**src/rtl/cache_status_bank_pkg.sv**
```systemverilog
// Shared types and helpers for the cache status bank.
// Holds the default geometry, the cache set-index type, and a helper that
// turns an index width into a set count, so every file derives sizes the
// same way.
package cache_status_bank_pkg;

    localparam int DEFAULT_NUM_WAYS    = 8;
    localparam int DEFAULT_INDEX_WIDTH = 3;

    // Cache set index. Widened here so the controller and the status
    // bank agree on the default index size.
    typedef logic [DEFAULT_INDEX_WIDTH-1:0] lc3b_c_index;

    function automatic int num_sets(input int index_width);
        return 1 << index_width;
    endfunction

endpackage

```
**src/rtl/cache_status_bank_status_way_array.sv**
```systemverilog
// status_way_array: the valid/dirty store for one cache way.
// Holds NUM_SETS x {valid, dirty} in flops.
// Ports:
//   clk, rst              clock, async active-high reset (clears all bits)
//   rd_index -> rd_*      combinational read for the host-facing outputs
//   scan_index -> scan_*  combinational read for the maintenance engines
//   wr_en/wr_index/wr_*   single-set write
//   clr_en/clr_index      clears both bits of one set (invalidate sweep)
module status_way_array
    import cache_status_bank_pkg::*;
#(
    parameter int INDEX_WIDTH = DEFAULT_INDEX_WIDTH
) (
    input  logic                   clk,
    input  logic                   rst,
    input  logic [INDEX_WIDTH-1:0] rd_index,
    output logic                   rd_valid,
    output logic                   rd_dirty,
    input  logic [INDEX_WIDTH-1:0] scan_index,
    output logic                   scan_valid,
    output logic                   scan_dirty,
    input  logic                   wr_en,
    input  logic [INDEX_WIDTH-1:0] wr_index,
    input  logic                   wr_valid,
    input  logic                   wr_dirty,
    input  logic                   clr_en,
    input  logic [INDEX_WIDTH-1:0] clr_index
);

    localparam int NUM_SETS = num_sets(INDEX_WIDTH);

    logic [NUM_SETS-1:0] valid_q;
    logic [NUM_SETS-1:0] dirty_q;

    // Storage update. The engines never write and clear in the same cycle,
    // so the clear simply takes precedence.
    always_ff @(posedge clk or posedge rst) begin
        if (rst) begin
            valid_q <= '0;
            dirty_q <= '0;
        end else if (clr_en) begin
            valid_q[clr_index] <= 1'b0;
            dirty_q[clr_index] <= 1'b0;
        end else if (wr_en) begin
            valid_q[wr_index] <= wr_valid;
            dirty_q[wr_index] <= wr_dirty;
        end
    end

    assign rd_valid   = valid_q[rd_index];
    assign rd_dirty   = dirty_q[rd_index];
    assign scan_valid = valid_q[scan_index];
    assign scan_dirty = dirty_q[scan_index];

endmodule

```
**src/rtl/cache_status_bank.sv**
```systemverilog
// cache_status_bank: per-set, per-way valid/dirty status for a
// set-associative cache, with an invalidate-all sweep and a dirty-line scan
// that reports each valid+dirty line to the writeback path.
// Ports:
//   clk, rst                          clock, async active-high reset
//   index                             set for host read and write
//   write, way_sel, valid_in, dirty_in  host write (honoured only when idle)
//   valid_out, dirty_out              all ways at index, combinational
//   inval_all, clean_all              engine start strobes (inval wins)
//   busy, done                        engine active / one-cycle completion pulse
//   wb_valid, wb_index, wb_way        dirty-line report
//   wb_ready                          writeback path accepts the report
module cache_status_bank
    import cache_status_bank_pkg::*;
#(
    parameter  int NUM_WAYS    = DEFAULT_NUM_WAYS,
    parameter  int INDEX_WIDTH = DEFAULT_INDEX_WIDTH,
    localparam int WAY_WIDTH   = $clog2(NUM_WAYS)
) (
    input  logic                   clk,
    input  logic                   rst,
    input  logic [INDEX_WIDTH-1:0] index,
    input  logic                   write,
    input  logic [WAY_WIDTH-1:0]   way_sel,
    input  logic                   valid_in,
    input  logic                   dirty_in,
    output logic [NUM_WAYS-1:0]    valid_out,
    output logic [NUM_WAYS-1:0]    dirty_out,
    input  logic                   inval_all,
    input  logic                   clean_all,
    output logic                   busy,
    output logic                   done,
    output logic                   wb_valid,
    output logic [INDEX_WIDTH-1:0] wb_index,
    output logic [WAY_WIDTH-1:0]   wb_way,
    input  logic                   wb_ready
);

    typedef enum logic [1:0] {IDLE, INVAL, SCAN, REPORT} state_t;

    state_t                 state;
    logic [INDEX_WIDTH-1:0] ptr;

    logic [NUM_WAYS-1:0]    scan_valid;
    logic [NUM_WAYS-1:0]    scan_dirty;
    logic [NUM_WAYS-1:0]    scan_hits;
    logic [WAY_WIDTH-1:0]   low_way;

    logic                   report_ack;
    logic [WAY_WIDTH-1:0]   wr_way;
    logic [NUM_WAYS-1:0]    wr_en;
    logic [INDEX_WIDTH-1:0] wr_index;
    logic [NUM_WAYS-1:0]    wr_valid;
    logic                   wr_dirty;

    // The writeback acknowledge reuses the host write port: it rewrites the
    // reported line with its own current valid bit and dirty cleared. In
    // REPORT the scan pointer equals wb_index, so scan_valid is that set.
    always_comb begin
        report_ack = (state == REPORT) && wb_ready;
        wr_way     = report_ack ? wb_way : way_sel;
        wr_en      = '0;
        if (report_ack || ((state == IDLE) && write)) begin
            wr_en = {{(NUM_WAYS-1){1'b0}}, 1'b1} << wr_way;
        end
        wr_index   = report_ack ? wb_index : index;
        wr_valid   = report_ack ? scan_valid : {NUM_WAYS{valid_in}};
        wr_dirty   = report_ack ? 1'b0 : dirty_in;
    end

    for (genvar w = 0; w < NUM_WAYS; w++) begin : g_way
        status_way_array #(
            .INDEX_WIDTH(INDEX_WIDTH)
        ) u_way (
            .clk       (clk),
            .rst       (rst),
            .rd_index  (index),
            .rd_valid  (valid_out[w]),
            .rd_dirty  (dirty_out[w]),
            .scan_index(ptr),
            .scan_valid(scan_valid[w]),
            .scan_dirty(scan_dirty[w]),
            .wr_en     (wr_en[w]),
            .wr_index  (wr_index),
            .wr_valid  (wr_valid[w]),
            .wr_dirty  (wr_dirty),
            .clr_en    (state == INVAL),
            .clr_index (ptr)
        );
    end

    // Only lines that are both valid and dirty need writing back; the
    // lowest-numbered such way is reported first.
    always_comb begin
        scan_hits = scan_valid & scan_dirty;
        low_way   = '0;
        for (int w = NUM_WAYS - 1; w >= 0; w--) begin
            if (scan_hits[w]) begin
                low_way = WAY_WIDTH'(w);
            end
        end
    end

    // Maintenance FSM. done is set on the transition back to IDLE so it is
    // high for exactly the first idle cycle. After an acknowledge the same
    // set is rescanned to pick up further dirty ways.
    always_ff @(posedge clk or posedge rst) begin
        if (rst) begin
            state    <= IDLE;
            ptr      <= '0;
            done     <= 1'b0;
            wb_index <= '0;
            wb_way   <= '0;
        end else begin
            done <= 1'b0;
            case (state)
                IDLE: begin
                    if (inval_all) begin
                        state <= INVAL;
                        ptr   <= '0;
                    end else if (clean_all) begin
                        state <= SCAN;
                        ptr   <= '0;
                    end
                end
                INVAL: begin
                    if (&ptr) begin
                        state <= IDLE;
                        done  <= 1'b1;
                    end else begin
                        ptr <= ptr + 1'b1;
                    end
                end
                SCAN: begin
                    if (|scan_hits) begin
                        wb_index <= ptr;
                        wb_way   <= low_way;
                        state    <= REPORT;
                    end else if (&ptr) begin
                        state <= IDLE;
                        done  <= 1'b1;
                    end else begin
                        ptr <= ptr + 1'b1;
                    end
                end
                REPORT: begin
                    if (wb_ready) begin
                        state <= SCAN;
                    end
                end
                default: state <= IDLE;
            endcase
        end
    end

    assign busy     = (state != IDLE);
    assign wb_valid = (state == REPORT);

endmodule

```
**config.mk**
```make
export PLATFORM = sky130hd
export DESIGN_NAME = cache_status_bank
export DESIGN_NICKNAME = d
export VERILOG_FILES = /design/src/rtl/cache_status_bank_pkg.sv /design/src/rtl/cache_status_bank_status_way_array.sv /design/src/rtl/cache_status_bank.sv
export SDC_FILE = /design/constraint.sdc
export NUM_CORES = 1
export LEC_CHECK = 0
export ABC_AREA = 1
export CAP_MARGIN = 25
export CORE_MARGIN = 5
export CORE_UTILIZATION = 57
export DETAILED_ROUTE_END_ITERATION = 16
export GPL_TIMING_DRIVEN = 0
export PLACE_DENSITY_LB_ADDON = 0.3
export SYNTH_ARGS = -nofsm -noshare
export SYNTH_HDL_FRONTEND = slang
export SYNTH_HIERARCHICAL = 1
export SYNTH_SLANG_ARGS = --single-unit
```
**constraint.sdc**
```tcl
create_clock -name clk -period 3.3 [get_ports clk]
set_clock_uncertainty 0.05 [all_clocks]
set_input_delay 0.825 -clock clk [delete_from_list [all_inputs] [get_ports clk]]
set_output_delay 0.825 -clock clk [all_outputs]
set_load 0.03 [all_outputs]
```
# ---- Word-level counts from Yosys, hierarchy flattened
# Index checks and enable logic that the tools add are counted.
dict set report word_totals {
  reg_bits 140
  wordCells 216
  in_bits 14
}
dict set report classes {
  mux 143
  add_sub_neg 1
  bitwise 18
  eq_ne 6
  order_cmp 5
  n_reduce_logical 21
  n_shift 1
}
# op n
set op_table {}
lappend op_table {{$mux 8} 34}
lappend op_table {{$and 8x8->8} 17}
lappend op_table {{$bwmux 8} 16}
lappend op_table {{$bmux 1 s3} 32}
lappend op_table {{$mux 3} 14}
lappend op_table {{$mux 1} 37}
lappend op_table {{$reduce_bool 2->1} 9}
lappend op_table {{$lt 3x4->1 const B} 3}
lappend op_table {{$mux 2} 5}
lappend op_table {{$pmux 3 s3} 1}
lappend op_table {{$not 8->8} 1}
lappend op_table {{$pmux 2 s4} 1}
lappend op_table {{$reduce_or 8->1} 1}
lappend op_table {{$shl 1x3->8 const A} 1}
lappend op_table {{$demux 1 s3} 2}
lappend op_table {{$ge 3x1->1 const B} 2}
lappend op_table {{$reduce_and 3->1} 2}
lappend op_table {{$eq 2x2->1 const B} 2}
lappend op_table {{$logic_and 1x1->1} 4}
lappend op_table {{$reduce_and 2->1} 2}
lappend op_table {{$add 3x1->3 const B} 1}
lappend op_table {{$ne 3x3->1 const B} 1}
lappend op_table {{$reduce_bool 3->1} 1}
lappend op_table {{$eq 2x1->1 const B} 1}
lappend op_table {{5 further kinds} 5}

# ---- Depth between registers and ports, before layout
# Gate-level depths: netlist of run 1.
dict set report logic_depth {
  word_depth 11
  ltp_mapped 16
  ltp_nobuf 15
}

# ---- By module
# Netlist of run 1, hierarchy kept.
# mod instances cells_per_inst area_each_um2
set by_module_without_submodules {}
lappend by_module_without_submodules {status_way_array 8 204 1181.1}
lappend by_module_without_submodules {cache_status_bank 1 157 1006.0}

# ---- Least setup slack after synthesis of run 1
# Ideal clock, no wire load.
dict set report synth_timing {
  kind {register -> register}
  start {reg state[1]}
  end {reg g_way[0].u_way.dirty_q[5]}
  path_buffers 1
  required_ns 3.132
  period_less_slack_ns 3.544
  slack_ns -0.244
  stages_incl_launch_ff 10
  setup_time_ns 0.118
  t_arrival_ns 3.375
  path_cell_list {dfrtp_1 > ha_1 > nand2_1 > buf_6 > o21ai_0 > nor2_1 > nand3_1 > clkinv_1 > nand2_1 > nand2_1}
}
dict set report synth_via {
  elab_chain_cells 10
}
# item line_no
set synth_rtl {}
lappend synth_rtl {{from (decl)} cache_status_bank.sv:41} ;# state_t state;
lappend synth_rtl {{from (signal assigned)} cache_status_bank.sv:109} ;# state <= IDLE;
lappend synth_rtl {{from (signal assigned)} cache_status_bank.sv:119} ;# state <= INVAL;
lappend synth_rtl {{from (signal assigned)} cache_status_bank.sv:122} ;# state <= SCAN;
lappend synth_rtl {{$eq 2x2->1 (*)} -}
lappend synth_rtl {{net wb_valid} cache_status_bank.sv:33} ;# output logic wb_valid,
lappend synth_rtl {{$logic_and 1x1->1 (*)} cache_status_bank.sv:60} ;# report_ack = (state == REPORT) && wb_ready;
lappend synth_rtl {{$mux 3 (*)} cache_status_bank.sv:66} ;# wr_index = report_ack ? wb_index : index;
lappend synth_rtl {{net wr_index[1]} cache_status_bank.sv:52} ;# logic [INDEX_WIDTH-1:0] wr_index;
lappend synth_rtl {{$lt 3x4->1 (implied by the code) or $ge 3x1->1 (tied branches)} cache_status_bank_status_way_array.sv:46} ;# dirty_q[wr_index] <= wr_dirty;
lappend synth_rtl {{$logic_and 1x1->1 (implied by the code)} cache_status_bank_status_way_array.sv:46}
lappend synth_rtl {{$mux 1 (implied by the code)} cache_status_bank_status_way_array.sv:46}
lappend synth_rtl {{$demux 1 s3 (*)} -}
lappend synth_rtl {{$bwmux 8 (*)} cache_status_bank_status_way_array.sv:46}
lappend synth_rtl {{$mux 8 (*)} cache_status_bank_status_way_array.sv:44} ;# end else if (wr_en) begin
lappend synth_rtl {{$mux 8 (*)} cache_status_bank_status_way_array.sv:41} ;# end else if (clr_en) begin
lappend synth_rtl {{to (signal, indexed assignment)} cache_status_bank_status_way_array.sv:46}
lappend synth_rtl {{to (decl)} cache_status_bank_status_way_array.sv:33} ;# logic [NUM_SETS-1:0] dirty_q;
# The timed path passes the listed nets; every way through them passes the cells marked *. The select of a mux whose other input is x is not followed.
# A chain may end at the register's enable or synchronous reset.

# ---- Worst setup path after layout of run 1
dict set report layout_timing {
  start {in index[0]}
  end {out valid_out[3]}
}
dict set report layout_via {
  elab_chain_cells 2
}
# item line_no
set layout_rtl {}
lappend layout_rtl {{from (decl)} cache_status_bank.sv:22} ;# input logic [INDEX_WIDTH-1:0] index,
lappend layout_rtl {{$bmux 1 s3} cache_status_bank_status_way_array.sv:50} ;# assign rd_valid = valid_q[rd_index];
lappend layout_rtl {{$mux 1 (implied by the code)} cache_status_bank_status_way_array.sv:50}
lappend layout_rtl {{to (decl)} cache_status_bank.sv:27} ;# output logic [NUM_WAYS-1:0] valid_out,
# Every way passes these cells. The select of a mux whose other input is x is not followed.

==> impl_results.md, run 1 <==
- Synth top area share: 33.51%
- Post-Syn Instances: 1789
- Cells after DPL: 2062
- Pwr Density: 726.4 nW/µm²
- Critical Path End Type: primary output
- Status: complete, no violations
- GRT overflow: 0
- CTS Hold Bufs: 0
- Vias in the first global route: 10590
- Final setup vio count: 0
- WS Path Type: in2out
- Worst slew pin tran: 0.9108 ns
- First-pass GRT wire length: 49.40 mm
- Post-synth EDFFs: 0
- Slew headroom: 39.06%
- Largest net degree at the start of global routing: 49
- HPWL after detailed placement: 20.48 mm
- # rows: 49
- DRT Pass-1 Iters: 5
- Post-layout min period: 3.192 ns
- Initial DRC Count: 882
- Critical Path AT: 2.32 ns
- Yosys synthesis warning count: 6
- Yosys top cell by area: dfrtp_1
- Core area: 18020 µm²
- RSZ-0062 raised after global routing: no
- Clock transition at path regs: 0.06 ns
- VDD IR-drop max: 0.4185 mV
- Final Cell Area: 11880 µm²
- CTS Buf Count: 17
- WL final: 29.18 mm
- Ports: 39
- Synth unique cells: 26
- Largest cells by area after synthesis: dfrtp_1, nand2_1, nand3_1
- Synth Flop Type: dfrtp_1
- Initial antenna violation count: 0
- Req. time, crit path: 2.42 ns
- Post-synthesis area per instance: 5.844 µm²
- Vias per inst: 5.327
- Proportion of synthesized area in mux cells: 0%
- Largest family of logic cells by synthesized area: simple AND/OR/NAND/NOR gates
- Die W: 145.4 µm
- Post-Synth Adder-Cell Area: 0.8377%
- Dpl cell area: 11270 µm²
- Die footprint: 21150 µm²
- CTS tree: done
- Util after Layout: 65.88%
- Static Leak: 0.007251 µW
- Hold crit path type: reg2reg
- Share of cells above drive strength 1: 6.595%
- Xor and xnor area share after synthesis: 0%
- Number of nets with antenna violations after routing: 0
- Net count after synthesis: 1810
- Final Cycle Share: 96.74%
- Max_cap viols: 0
- FMAX: 313.3 MHz
- Uppermost layer routed: met4
- Worst setup margin: 0.1077 ns
- Endpoints failing hold: 0
- CTS sink count: 140
- Tot GR Track Use: 27.64%
- Routed wl met3: 2.644 mm
- Buffers on Ports: 38
- Sequential area share after synthesis: 33.51%
- Post-synth design cell area: 10460 µm²
- Met1 wire length: 12.06 mm
- Postcts setup bufs: 0
- Critical Path Start Type: input pin
- Initial Util: 58.00%
- Metal2 WL: 13.67 mm
- Vias after detailed routing: 11160
- Final nets: 1873
- Clock root cell: clkbuf_16
- Layout Cells excl Fill: 2094
- GPL Wtd Cong: 0.8716
- Post-synthesis simple-gate area fraction: 49.72%
- Area growth, synth to finish: 13.58%
- DRC: 0
- Synth Area in Compound Gates: 1.017%
- Htree depth: 4
- Max Buffers Root-to-Sink: 2
- Worst Path Max Fanout: 9
- Worst-Skew Late Latency: 0.43 ns
- Drt wl/cell: 13.93 µm
- Synth Register Bits: 140
- N_diodes: 0
- Count of pins over their slew limit: 0
- Die H: 145.4 µm
- Setup WS pre-CTS: -0.7557 ns
- Share of flip-flops with an asynchronous set or reset: 100.0%
==> worst max-delay path, cell delays in order <==
cell and delay [ns]:
buf_4 0.22, buf_4 0.21, inv_2 0.09, nand2_1 0.07, nand3_1 0.06, nand2_1 0.08
nand2_1 0.05, nand2_1 0.06, clkdlybuf4s50_1 0.66
==> registers in the layout, indices dropped and copies added (netlist names) <==
signal	count
ptr	3
g_way.u_way/valid_q	64
wb_index	3
done	1
wb_way	3
state	2
g_way.u_way/dirty_q	64
==> cells in the mapped netlist (5+ instances only) <==
library cell and n:
nor2_2 9, nand2_2 5, nand3_1 324, a21oi_1 5, o21ai_1 5, clkinv_1 32
nor2_1 63, inv_1 297, buf_4 32, nor2_4 8, inv_2 18, dfrtp_1 140
nand2_1 828, ha_1 7
==> timing repair <==
action | CTS | global route
cloned | 0 | 0
endpoints found under the hold margin | 0 | 0
setup endpoints to repair | 16 | 7
gates resized for setup | 20 | 5
==> cell usage in the layout, fill, tap and decap left out, types with 17 or more instances in the layout <==
master	Yosys	final
buf_4	32	34
clkbuf_16	0	17
clkdlybuf4s50_1	0	21
clkinv_1	32	32
dfrtp_1	140	138
inv_1	297	297
inv_2	18	18
nand2_1	828	827
nand3_1	324	324
nor2_1	63	63
==> layer usage <==
| metal | track usage, % | vias up |
|---|---|---|
| li1 | - | 5525 |
| met1 | 35.68 | 5053 |
| met2 | 45.69 | 508 |
| met3 | 5.730 | 69 |
| met4 | 10.73 | 0 |
| met5 | 0 | - |
==> logic make-up after synthesis <==
family,count (synthesis)
buffers and inverters,381
AOI/OAI and AO/OA,19
DFF,140
and+or+nand+nor,1242
adders and majority gates,7
==> cell type report <==
type | count | area, µm²
repair buffers | 44 | 511.7
clock buffers | 18 | 439.2
clock inverters | 14 | 158.9
well taps | 229 | 286.5
fillers | 1651 | 6150
flip-flops and latches | 140 | 3506
inverters | 347 | 1303
multi-input cells | 1268 | 5414
plain buffers | 34 | 256.5
==> power by group <==
part / switching [µW] / leakage [µW] / internal [µW]
sequential: 408 / 0.00192 / 2170
combinational: 2770 / 0.00505 / 1340
clock: 790 / 0.000276 / 1140
total: 3970 / 0.00725 / 4650
==> stage by stage <==
step           hold slack, ns  power, µW  TNS (ns)
2_1_floorplan          0.4182       5467         0
3_3_place_gp           0.4335       6460   -233.69
3_5_place_dp           0.4363       6636    -27.69
4_1_cts                0.4501       8604         0
5_1_grt                0.4654       9316         0
6_report               0.4476       8626         0
==> path summary, 6_finish.rpt <==
kind                                                start                        end  slack (ns)  cells after the start
worst max-delay path                             index[0]               valid_out[3]        0.11                      9
worst min-delay path            g_way[0].u_way/dirty_q[2]  g_way[0].u_way/dirty_q[2]        0.45                      2
worst max register to register                   state[1]  g_way[2].u_way/dirty_q[4]        0.42                     12
worst min register to register  g_way[0].u_way/dirty_q[2]  g_way[0].u_way/dirty_q[2]        0.45                      2
max in group asynchronous                             rst  g_way[3].u_way/dirty_q[4]        1.45                      2
min in group asynchronous                             rst                wb_index[0]        1.25                      2
(Power assumes the default switching activity.)
==> inputs of run 2 (changes only) <==
HOLD_SLACK_MARGIN = 0.1   (was default)
REMOVE_ABC_BUFFERS = 1   (was default)
SLEW_MARGIN = 0   (was default)
==> impl_results.md, run 2 (synthesis results as in run 1) <==
- Status: complete, no violations
- Number of nets with antenna violations after routing: 0
- Share of cells above drive strength 1: 4.913%
- R2R depth: 11
- Die footprint: 21150 µm²
- Worst setup margin: 0.06516 ns
- Vias after detailed routing: 11030
- Regs by FF count: g_way.u_way/dirty_q (64), g_way.u_way/valid_q (64)
- DRT Pass-1 Iters: 5
- Max Buffers Root-to-Sink: 2
- Most frequent cells in the layout: nand2_1, nand3_1, inv_1
- Hold crit path type: reg2reg
- Worst slew pin tran: 0.9335 ns
- Endpoints failing hold: 0
- Critical Path Start Type: input pin
- CTS Buf Count: 17
- Hold Crit Endpoint: g_way[7].u_way/valid_q[3]
- N_diodes: 0
- Pwr Density: 741.3 nW/µm²
- Fillers: 1655
- GPL Wtd Cong: 0.8896
- WL final: 29.40 mm
- Critical Path End Type: primary output
- Worst Path Max Fanout: 73
- Worst-Skew Late Latency: 0.43 ns
- Hold path start: g_way[7].u_way/valid_q[3]
- DRC: 0
- Layout Cells excl Fill: 2061
- Final nets: 1840
- Tot GR Track Use: 27.43%
- FMAX: 309.1 MHz
- Reg2reg start: state[1]
- Final Cycle Share: 98.03%
- Worst hold slack: 0.4437 ns
- Drt wl/cell: 14.27 µm
- Static Leak: 0.007115 µW
- Slew headroom: 37.77%
- Largest net degree at the start of global routing: 76
- WS Path Type: in2out
- Max_cap viols: 0
- Initial Util: 58.00%
- Vias in the first global route: 10360
- Util after Layout: 65.16%
- Die W: 145.4 µm
- Setup WS pre-CTS: -0.4169 ns
- Initial antenna violation count: 0
- Clock transition at path regs: 0.06 ns
- Htree depth: 4
- HPWL after detailed placement: 19.64 mm
- Cells after DPL: 2029
- Setup_tns: 0 ns
- Final setup vio count: 0
- Core area: 18020 µm²
- CTS tree: done
- Req. time, crit path: 2.42 ns
- Buffers on Ports: 38
- Initial DRC Count: 730
- GRT overflow: 0
- Worst Hold Depth: 2
- VDD IR-drop max: 0.7376 mV
- CTS Hold Bufs: 0
- Critical Path AT: 2.36 ns
- Count of pins over their slew limit: 0
- First-pass GRT wire length: 48.49 mm
- FF-to-FF setup slack: 0.27 ns
- Area growth, synth to finish: 12.34%
- CTS sink count: 140
- Die H: 145.4 µm
- # rows: 49
- Post-layout min period: 3.235 ns
- Most common cell after layout, fill and taps aside: nand2_1
- Clock root cell: clkbuf_16
- Worst R2R End: g_way[3].u_way/dirty_q[4]
- RSZ-0062 raised after global routing: no
- Ports: 39
- Vias per inst: 5.349
-- run 2: changes by cell type in the layout (fill, tap and decap cells not counted), moves of 2 or more --
cell,before,now
buf_4,34,0
dlygate4sd2_1,10,0
clkdlybuf4s50_1,21,30
inv_6,4,0
bufinv_16,2,5
clkbuf_1,0,3
buf_16,3,5
clkinv_2,0,2
clkinv_4,3,1
clkinvlp_4,5,3
dfrtp_4,0,2
nand2_2,5,7
-- run 2: through the flow --
stage	instance area, µm²	total power, µW
after floorplan	10200	5381
after global placement	10870	6447
after detailed placement	11060	6517
after CTS	11720	8664
after global routing	11750	9343
final	11750	8706
-- run 2: layer usage --
metal / part of all wire, % / up-vias / wire (µm) / GRT usage [%]
li1: - / 5467 / - / -
met4: 3.5 / 0 / 1032 / 11.94
met1: 41 / 4941 / 12140 / 35.76
met3: 8.9 / 88 / 2612 / 5.076
met5: 0 / - / 0 / 0
met2: 46 / 529 / 13620 / 44.76
-- run 2: worst max-delay path: stages --
cell,delay [ns]
buf_16,0.28
inv_2,0.15
nand2_1,0.12
nand3_1,0.08
nand2_1,0.09
nand2_1,0.05
nand2_1,0.07
clkdlybuf4s50_1,0.67
-- run 2: report_power, final --
group / switching [µW] / internal [µW]
logic: 2660 / 1240
registers: 527 / 2180
clock network: 743 / 1360
-- run 2: what timing repair did --
item	4_1_cts	5_1_grt
setup buffers	0	0
resized for setup	7	8
pin swaps	0	0
setup endpoints to repair	16	36
-- run 2: worst max path at each step --
stage / from / end / slack, ns
after global placement: wb_ready / g_way[1].u_way/dirty_q[5] / -3.04
after floorplan: state[1] / g_way[0].u_way/dirty_q[3] / -0.31
final: index[0] / valid_out[5] / 0.07
after global routing: wb_ready / g_way[6].u_way/dirty_q[6] / 0.00007
after CTS: index[0] / dirty_out[2] / 0.06
after detailed placement: index[0] / dirty_out[2] / -0.42
-- run 2: layout make-up --
class	instances	area, µm²	area share [%]
clock buffers	21	450.4	3.835
well taps	229	286.5	2.440
clock inverters	11	191.4	1.630
multi-input cells	1268	5419	46.14
inverters	347	1303	11.09
repair buffers	45	583.1	4.964
flip-flops and latches	140	3512	29.90
